File: config.mk
export PLATFORM = sky130hd
export DESIGN_NAME = msg_print_engine
export DESIGN_NICKNAME = d
export VERILOG_FILES = /design/src/rtl/print_pkg.sv /design/src/rtl/msg_print_engine.sv
export SDC_FILE = /design/constraint.sdc
export NUM_CORES = 1
export LEC_CHECK = 0
export ABC_AREA = 1
export BUFFER_PORTS_ARGS = -buffer_cell sky130_fd_sc_hd__buf_2
export CAP_MARGIN = 20
export CORE_MARGIN = 10
export CORE_UTILIZATION = 30
export CTS_BUF_LIST = sky130_fd_sc_hd__clkbuf_8
export DETAILED_ROUTE_END_ITERATION = 8
export PLACE_DENSITY_LB_ADDON = 0.2
export SYNTH_ARGS = -nofsm -noshare
export SYNTH_HDL_FRONTEND = slang
export SYNTH_SLANG_ARGS = --single-unit
File: constraint.sdc
create_clock -name clk_i -period 1.6 [get_ports clk_i]
set_input_delay 0.32 -clock clk_i [delete_from_list [all_inputs] [get_ports clk_i]]
set_output_delay 0.32 -clock clk_i [all_outputs]
set_load 0.1 [all_outputs]
File: src/rtl/print_pkg.sv
// Shared widths and FSM state encoding for the message print path.
// The request driver and msg_print_engine both take their default widths from here.
package print_pkg;

  localparam int unsigned PrintAddrW = 7;  // message ROM address width
  localparam int unsigned PrintDataW = 8;  // byte width of ROM, bypass and tx data

  typedef enum logic [1:0] {
    StIdle  = 2'd0,
    StFetch = 2'd1,
    StLoad  = 2'd2,
    StSend  = 2'd3
  } print_state_e;

endpackage

File: src/rtl/msg_print_engine.sv
// Message print engine: takes a request for an inclusive ROM address range (or a
// single bypass byte), reads each byte from a synchronous message ROM, and streams
// the bytes to a UART transmitter over a valid/ready handshake.
//
// Ports
//   clk_i          clock, rising edge
//   rst_i          synchronous active-high reset
//   addr_start_i   first ROM address of the range (inclusive)
//   addr_end_i     last ROM address of the range (inclusive); end < start wraps
//   en_i           request strobe, sampled only while ready_o is high
//   bypass_i       with en_i: send bypass_data_i instead of reading the ROM
//   bypass_data_i  byte sent for a bypass request
//   ready_o        engine idle and able to accept a request
//   mem_addr_o     ROM read address (registered)
//   mem_en_o       ROM read enable, one cycle per byte
//   mem_data_i     ROM data, valid the cycle after mem_en_o
//   tx_data_o      byte to the UART
//   tx_valid_o     tx_data_o valid
//   tx_ready_i     UART accepts; transfer when tx_valid_o && tx_ready_i
module msg_print_engine
  import print_pkg::*;
#(
  parameter int unsigned ADDR_W = PrintAddrW,
  parameter int unsigned DATA_W = PrintDataW
) (
  input  logic              clk_i,
  input  logic              rst_i,
  input  logic [ADDR_W-1:0] addr_start_i,
  input  logic [ADDR_W-1:0] addr_end_i,
  input  logic              en_i,
  input  logic              bypass_i,
  input  logic [DATA_W-1:0] bypass_data_i,
  output logic              ready_o,
  output logic [ADDR_W-1:0] mem_addr_o,
  output logic              mem_en_o,
  input  logic [DATA_W-1:0] mem_data_i,
  output logic [DATA_W-1:0] tx_data_o,
  output logic              tx_valid_o,
  input  logic              tx_ready_i
);

  print_state_e      state_q;
  logic [ADDR_W-1:0] cur_q;
  logic [ADDR_W-1:0] end_q;
  logic              last_q;   // current byte is a bypass byte
  logic [ADDR_W-1:0] cur_inc;

  // Natural modulo-2**ADDR_W wrap gives the end < start behaviour.
  assign cur_inc = cur_q + {{(ADDR_W-1){1'b0}}, 1'b1};
  assign ready_o = (state_q == StIdle);

  always_ff @(posedge clk_i) begin
    if (rst_i) begin
      state_q    <= StIdle;
      cur_q      <= '0;
      end_q      <= '0;
      last_q     <= 1'b0;
      mem_addr_o <= '0;
      mem_en_o   <= 1'b0;
      tx_data_o  <= '0;
      tx_valid_o <= 1'b0;
    end else begin
      // Read enable is a single-cycle pulse raised on every entry to StFetch.
      mem_en_o <= 1'b0;
      unique case (state_q)
        StIdle: begin
          if (en_i) begin
            if (bypass_i) begin
              tx_data_o  <= bypass_data_i;
              tx_valid_o <= 1'b1;
              last_q     <= 1'b1;
              state_q    <= StSend;
            end else begin
              cur_q      <= addr_start_i;
              end_q      <= addr_end_i;
              last_q     <= 1'b0;
              mem_addr_o <= addr_start_i;
              mem_en_o   <= 1'b1;
              state_q    <= StFetch;
            end
          end
        end
        StFetch: begin
          state_q <= StLoad;
        end
        StLoad: begin
          tx_data_o  <= mem_data_i;
          tx_valid_o <= 1'b1;
          state_q    <= StSend;
        end
        StSend: begin
          if (tx_ready_i) begin
            tx_valid_o <= 1'b0;
            if (last_q || (cur_q == end_q)) begin
              state_q <= StIdle;
            end else begin
              cur_q      <= cur_inc;
              mem_addr_o <= cur_inc;
              mem_en_o   <= 1'b1;
              state_q    <= StFetch;
            end
          end
        end
        default: state_q <= StIdle;
      endcase
    end
  end

endmodule
==> flow_summary.yaml, run 1 <==
die:
  core_mm2: 0.00482
  top_level_ports: 53
  die_area_mm2: 0.00828
  fp.dieH_um: 91.0
  chipWidth_um: 91.0
  initial_core_util: 0.314
  num_rows: 25
sta:
  finalSetupViolCount: 0
  fin_crit_ns: 1.55
  worst_slack_ns: 0.0463
  fin_crit_sh: 0.971
  rsz0062_at_grt: "yes"
  finalHoldViolCount: 0
  tightest_slew_ns: 0.498
  finClkSkew_ns: 0.00362
  hold_slack_ns: 0.260
  finalMaxSlewViolations: 0
  timing.fmax_mhz: 644
  relSlewSlack: 0.670
placed_design:
  io_buffers: 52
  place_congestion: 0.802
  post-place-ws_ns: -0.00544
  hpwl_mm: 3.25
  dp_cells: 345
yosys:
  synth_top_area_frac: 0.357
  syn_nets: 268
  syn-cell-area_mm2: 0.00151
  synth_xor_area_frac: 0.0174
  synthAdderAreaFrac: 0.0414
  synth-seq-area-share: 0.357
  synth.largest_area_cell: "dfxtp_1"
  synthTopCellsByArea: "dfxtp_1, nand2_1, a21oi_1"
  yosys_register_bits: 27
  synth-compound-area-share: 0.193
  synth_cells: 228
  syn_avg_cell_area_um2: 6.63
  synth_top_family_by_area: "simple AND/OR/NAND/NOR gates"
  synth_cell_types: 25
  synthMuxAreaShare: 0
  yosys_warnings: 0
  synth-simple-area-share: 0.287
critical_path:
  endpoint_kind: "register"
  cp.arrival_ns: 1.73
  worstReg2RegEnd: "cur_q[5]$_SDFFE_PP0P_"
  crit_path_max_fanout: 7
  rr_worst_depth: 9
  crit_path_start_kind: "register"
  reg2reg_from: "state_q[0]$_SDFFE_PP0P_"
  crit_start: "state_q[0]$_SDFFE_PP0P_"
  r2r_slack_ns: 0.05
  worstPathRequired_ns: 1.78
  critPathKind: "reg -> reg"
cts:
  h-tree-depth: 1
  postCtsHoldBufs: 0
  numClockSinks: 27
  clkLatencyLatePin_ns: 0.27
  clock-root-buffer: "clkbuf_8"
  cts_tree: "yes"
  cts_buffers: 3
  clkTransAtPathRegs_ns: 0.10
  clockBufferDepth: 2
finish:
  seqCellArea_um2: 567
  drive_gt1_frac: 0.340
  num-fill-cells: 547
  fin_cells: 352
  num_antenna_cells: 0
  multi_input_area_um2: 870
  fin_nets: 326
  areaGrowthSynthToFinish_pct: 33.7
  postLayoutCoreUtil: 0.420
pwr:
  peakVddDrop_v: 0.00134
  p_leak_nw: 1.02
  power.density_mw_per_mm2: 2240
job:
  maxCapViolations: 0
global_routing:
  grt_start_max_net_pins: 17
  grt_pass1_vias: 1488
  grt_pass1_wl_mm: 6.98
  track_usage: 0.0970
  overflow: 0
  antenna_found_initial: 0
hold_path:
  min_from: "addr_end_i[4]"
  min_path_cells: 3
  min_path_type: "in -> reg"
  min_to: "end_q[4]$_SDFFE_PP0P_"
route:
  num_vias: 1537
  vias_per_cell: 4.37
  routedWlPerCell_um: 11.7
  drtAntennaViolNets: 0
  firstDrtPassIters: 4
  drc: 0
  first_iter_violations: 41
  wl_mm: 4.12
run_status:
  status: "finished, final reports clean"
## cells in the mapped netlist, drive strengths merged
| library cell | n |
|---|---|
| nand4 | 2 |
| o211ai | 1 |
| nand3b | 2 |
| dfxtp | 27 |
| o21ai | 23 |
| nor2 | 30 |
| inv | 30 |
| or2 | 2 |
| xnor2 | 2 |
| a21oi | 29 |
| a211oi | 1 |
| nor3 | 1 |
| nand3 | 10 |
| ha | 5 |
| xor2 | 1 |
| nand2 | 55 |
| clkbuf | 5 |
| buf | 2 |
## worst max path at each step
stage | slack, ns | end | cells past startpoint
after floorplan | -0.03 | end_q[2]$_SDFFE_PP0P_ | 10
after global placement | 0.06 | cur_q[2]$_SDFFE_PP0P_ | 8
after detailed placement | -0.005 | cur_q[1]$_SDFFE_PP0P_ | 8
after CTS | 0.03 | end_q[0]$_SDFFE_PP0P_ | 9
after global routing | -0.04 | cur_q[1]$_SDFFE_PP0P_ | 9
final | 0.05 | cur_q[5]$_SDFFE_PP0P_ | 9
## repair_timing
action,4_1_cts,5_1_grt
cloned,0,0
setup endpoints to repair,4,21
buffers inserted,0,3
pin swaps,1,6
resized for setup,0,16
## kinds of logic (layout without fill, tap and decap cells)
group | count (synthesis) | count (layout)
buffers and inverters | 37 | 94
xor gates and xnor gates | 3 | 3
adders and majority gates | 5 | 5
AOI/OAI and AO/OA | 54 | 54
DFF | 27 | 27
and+or+nand+nor | 102 | 102
## routing by layer
metal	vias to the layer above	track usage	part of all wire
met2	40	0.152	0.44
met4	0	0.0235	0.0092
met1	644	0.124	0.47
li1	849	-	-
met3	4	0.0354	0.078
met5	-	0	0
## final cells by class
type / instances / area share
multi-input cells: 164 / 0.430
flip-flops and latches: 27 / 0.280
repair buffers: 60 / 0.166
inverters: 30 / 0.0594
well taps: 67 / 0.0415
clock buffers: 3 / 0.0204
clock inverters: 1 / 0.00248
## cell usage in the layout, fill, tap and decap left out
master / netlist / routed
buf_2: 1 / 51
nand2_1: 53 / 49
a21oi_1: 29 / 29
nor2_1: 28 / 25
inv_1: 26 / 24
o21ai_0: 21 / 21
dfxtp_1: 27 / 18
nand3_1: 10 / 9
buf_4: 0 / 8
dfxtp_4: 0 / 6
nor2_2: 2 / 4
inv_4: 0 / 3
inv_2: 4 / 3
nand2_2: 0 / 3
nand2_4: 2 / 3
ha_1: 5 / 3
clkbuf_8: 1 / 3
dfxtp_2: 0 / 3
xnor2_1: 2 / 2
nand4_1: 2 / 2
or2_2: 2 / 2
nand3b_1: 2 / 2
nor2_4: 0 / 1
o21ai_1: 1 / 1
xor2_1: 1 / 1
o21ai_4: 0 / 1
nor3_1: 1 / 1
o211ai_1: 1 / 1
a211oi_4: 1 / 1
nand3_2: 0 / 1
ha_4: 0 / 1
ha_2: 0 / 1
clkinv_2: 0 / 1
buf_12: 0 / 1
## worst max-delay path, cell delays in order (launching register included)
cell      delay, ns
dfxtp_4        0.39
inv_4          0.05
ha_4           0.19
nand2_4        0.07
o21ai_4        0.06
a211oi_4       0.35
buf_4          0.19
nand3_2        0.06
nand2_1        0.06
nor2_1         0.03
## sequential cells by signal (all words and copies together) (netlist names)
signal and flops:
cur_q 7, tx_valid_o 1, last_q 1, tx_data_o 8, mem_en_o 1, state_q 2, end_q 7
## power breakdown
group	switching, mW	internal [mW]
registers	0.187	0.926
logic	2.18	0.834
clock network	0.223	0.175
## per-stage QoR
stage	instance area (um2)	setup TNS (ns)	total power, mW
after floorplan	1550	-0.0307	3.43
after global placement	1900	0	3.96
after detailed placement	1900	-0.00829	3.99
after CTS	1950	0	4.40
after global routing	2020	-0.164	4.88
final	2020	0	4.53
Note: power is estimated with default switching activity, not from simulation.
==> inputs of run 2 (changes only) <==
Settings changed: ABC_AREA 1 to 0, HOLD_SLACK_MARGIN set to 0.06.
==> flow_summary.yaml, run 2 <==
run_status:
  status: "finished, final reports clean"
critical_path:
  r2r_slack_ns: 0.10
  cp.arrival_ns: 1.19
  crit_path_start_kind: "register"
  reg2reg_from: "cur_q[1]$_SDFFE_PP0P_"
  worstReg2RegEnd: "cur_q[1]$_SDFFE_PP0P_"
  endpoint_kind: "primary output"
  rr_worst_depth: 4
  critPathKind: "reg -> out"
  worstPathRequired_ns: 1.28
  crit_path_max_fanout: 5
pwr:
  p_seq_frac: 0.247
  p_sw_frac: 0.572
  peakVddDrop_v: 0.00103
  p_leak_nw: 0.845
  p_int_mw: 1.95
  pwr-share-comb: 0.666
  power.density_mw_per_mm2: 2310
  p_sw_mw: 2.61
  pwr-share-clk: 0.087
cts:
  clockBufferDepth: 2
  h-tree-depth: 1
  clkLatencyLatePin_ns: 0.27
  cts_buffers: 3
  clkTransAtPathRegs_ns: 0.10
  clock-root-buffer: "clkbuf_8"
  numClockSinks: 27
  cts_tree: "yes"
yosys:
  synthArstFlopShare: 0
  synth-seq-area-share: 0.364
  yosys_warnings: 0
  synth.most_common_cell: "dfxtp_1"
  synth_ff_type: "dfxtp_1"
  synth_cell_types: 40
  syn_avg_cell_area_um2: 8.53
  yosys_register_bits: 27
  synth.largest_area_cell: "dfxtp_1"
  synthTopCellsByArea: "dfxtp_1, mux2i_1, nand2_1"
  syn-cell-area_mm2: 0.00148
  synth_edf_count: 0
  synth_cells: 174
  syn_nets: 214
  synth_top_area_frac: 0.364
  netlist_top_cells_count: "dfxtp_1, nand2_1, nor2_1"
finish:
  areaGrowthSynthToFinish_pct: 32.8
  num_antenna_cells: 0
  largest_register_ffs: 8
  final_common_cell: "buf_2"
  regMostFlops: "tx_data_o"
  drive_gt1_frac: 0.400
  fin_nets: 271
  reg.largest.list: "tx_data_o x8, cur_q x7, end_q x7"
  fin_area_mm2: 0.00197
  postLayoutCoreUtil: 0.414
  final_cell_mix: "buf_2, nand2_1, nor2_1, dfxtp_1, a21oi_1"
global_routing:
  overflow: 0
  grt_pass1_wl_mm: 6.89
  antenna_found_initial: 0
  grtUsageMet2: 0.153
  gr-usage-met3: 0.0382
  track_usage: 0.0971
  top_usage_layer: "met2"
  grt_pass1_vias: 1496
  grt_start_max_net_pins: 19
  met1_usage: 0.119
sta:
  finalHoldViolCount: 0
  relSlewSlack: 0.668
  rsz0062_at_grt: "yes"
  fin_tns_setup_ns: 0
  hold_slack_ns: 0.280
  finalMaxSlewViolations: 0
  timing.fmax_mhz: 661
  finalSetupViolCount: 0
  finClkSkew_ns: 0.00455
  fin_crit_sh: 0.945
  fin_crit_ns: 1.51
  tightest_slew_ns: 0.502
job:
  maxCapViolations: 0
die:
  num_rows: 25
  initial_core_util: 0.312
  top_level_ports: 53
  fp.dieH_um: 90.3
  die_area_mm2: 0.00816
  chipWidth_um: 90.3
  core_mm2: 0.00475
route:
  firstDrtPassIters: 4
  vias_per_cell: 4.75
  wl_mm: 3.95
  drc: 0
  routedWlPerCell_um: 13.3
  num_vias: 1412
  first_iter_violations: 34
  drtAntennaViolNets: 0
hold_path:
  min_from: "addr_end_i[2]"
  min_path_cells: 3
  min_path_type: "in -> reg"
  min_to: "end_q[2]$_SDFFE_PP0P_"
placed_design:
  place_area_mm2: 0.00191
  io_buffers: 52
  place_congestion: 0.779
  hpwl_mm: 3.25
-- run 2: cell types whose count changed in the layout (fill, tap and decap cells not counted), sizes merged, moves of 9 or more --
cell / change
nand2: -30
inv: -23
o21ai: -18
a21oi: -13
nor2: -10
mux2i: +9
-- run 2: cell type report --
cell class / count / area [um2]
inverters: 6 / 22.5
multi-input cells: 132 / 905
clock inverters: 1 / 6.26
clock buffers: 3 / 41.3
fillers: 500 / 2780
flip-flops and latches: 27 / 569
repair buffers: 61 / 343
well taps: 67 / 83.8
-- run 2: worst max-delay path, cell delays in order (launching register included) --
cell,delay [ns]
dfxtp_4,0.35
buf_4,0.14
buf_2,0.43
-- run 2: through the flow --
stage          power [mW]  setup WS [ns]  cells
2_1_floorplan        3.61        -0.0163    174
3_3_place_gp         4.16          0.107    292
3_5_place_dp         4.16         0.0537    292
4_1_cts              4.56         0.0280    296
5_1_grt              4.88        -0.0262    297
6_report             4.55         0.0874    297
-- run 2: worst max-delay path by stage --
stage                            start                   endpoint  slack [ns]  depth (start not counted)
2_1_floorplan  state_q[1]$_SDFFE_PP0P_    state_q[1]$_SDFFE_PP0P_       -0.02                          7
3_3_place_gp     cur_q[1]$_SDFFE_PP0P_      cur_q[5]$_SDFFE_PP0P_        0.11                          5
3_5_place_dp   state_q[0]$_SDFFE_PP0P_  tx_data_o[1]$_SDFFE_PP0P_        0.05                          5
4_1_cts        state_q[0]$_SDFFE_PP0P_  tx_data_o[5]$_SDFFE_PP0P_        0.03                          5
5_1_grt        state_q[0]$_SDFFE_PP0P_      cur_q[0]$_SDFFE_PP0P_       -0.03                          6
6_report         cur_q[0]$_SDFFE_PP0P_              mem_addr_o[0]        0.09                          2
-- run 2: cells by family (layout without fill, tap and decap cells) --
kind of cell | after synthesis | count (layout) | share of synthesized area
AND/OR/NAND/NOR | 62 | 62 | 0.199
flip-flops | 27 | 27 | 0.364
multiplexers | 9 | 9 | 0.0607
adder cells (fa/ha/maj) | 5 | 5 | 0.0422
XOR/XNOR | 7 | 7 | 0.0413
AO/OA/AOI/OAI | 49 | 49 | 0.250
buffers and inverters | 15 | 71 | 0.0430
-- run 2: power groups by stage --
stage	Sequential (mW)	Combinational (mW)	Clock, mW
2_1_floorplan	2.27	1.34	0
6_report	1.13	3.03	0.396
3_3_place_gp	1.15	3.01	0
5_1_grt	1.17	3.27	0.442
4_1_cts	1.13	3.02	0.410
3_5_place_dp	1.14	3.02	0
-- run 2: timing repair --
item / CTS / global route
buffers inserted: 0 / 1
resized for setup: 0 / 1
setup endpoints to repair: 0 / 11
hold buffers: 0 / 0
-- run 2: metal layers --
layer / wire length (um) / up-vias
met4: 40 / 0
met1: 1910 / 616
met3: 302 / 6
met2: 1700 / 52
li1: - / 738
met5: 0 / -
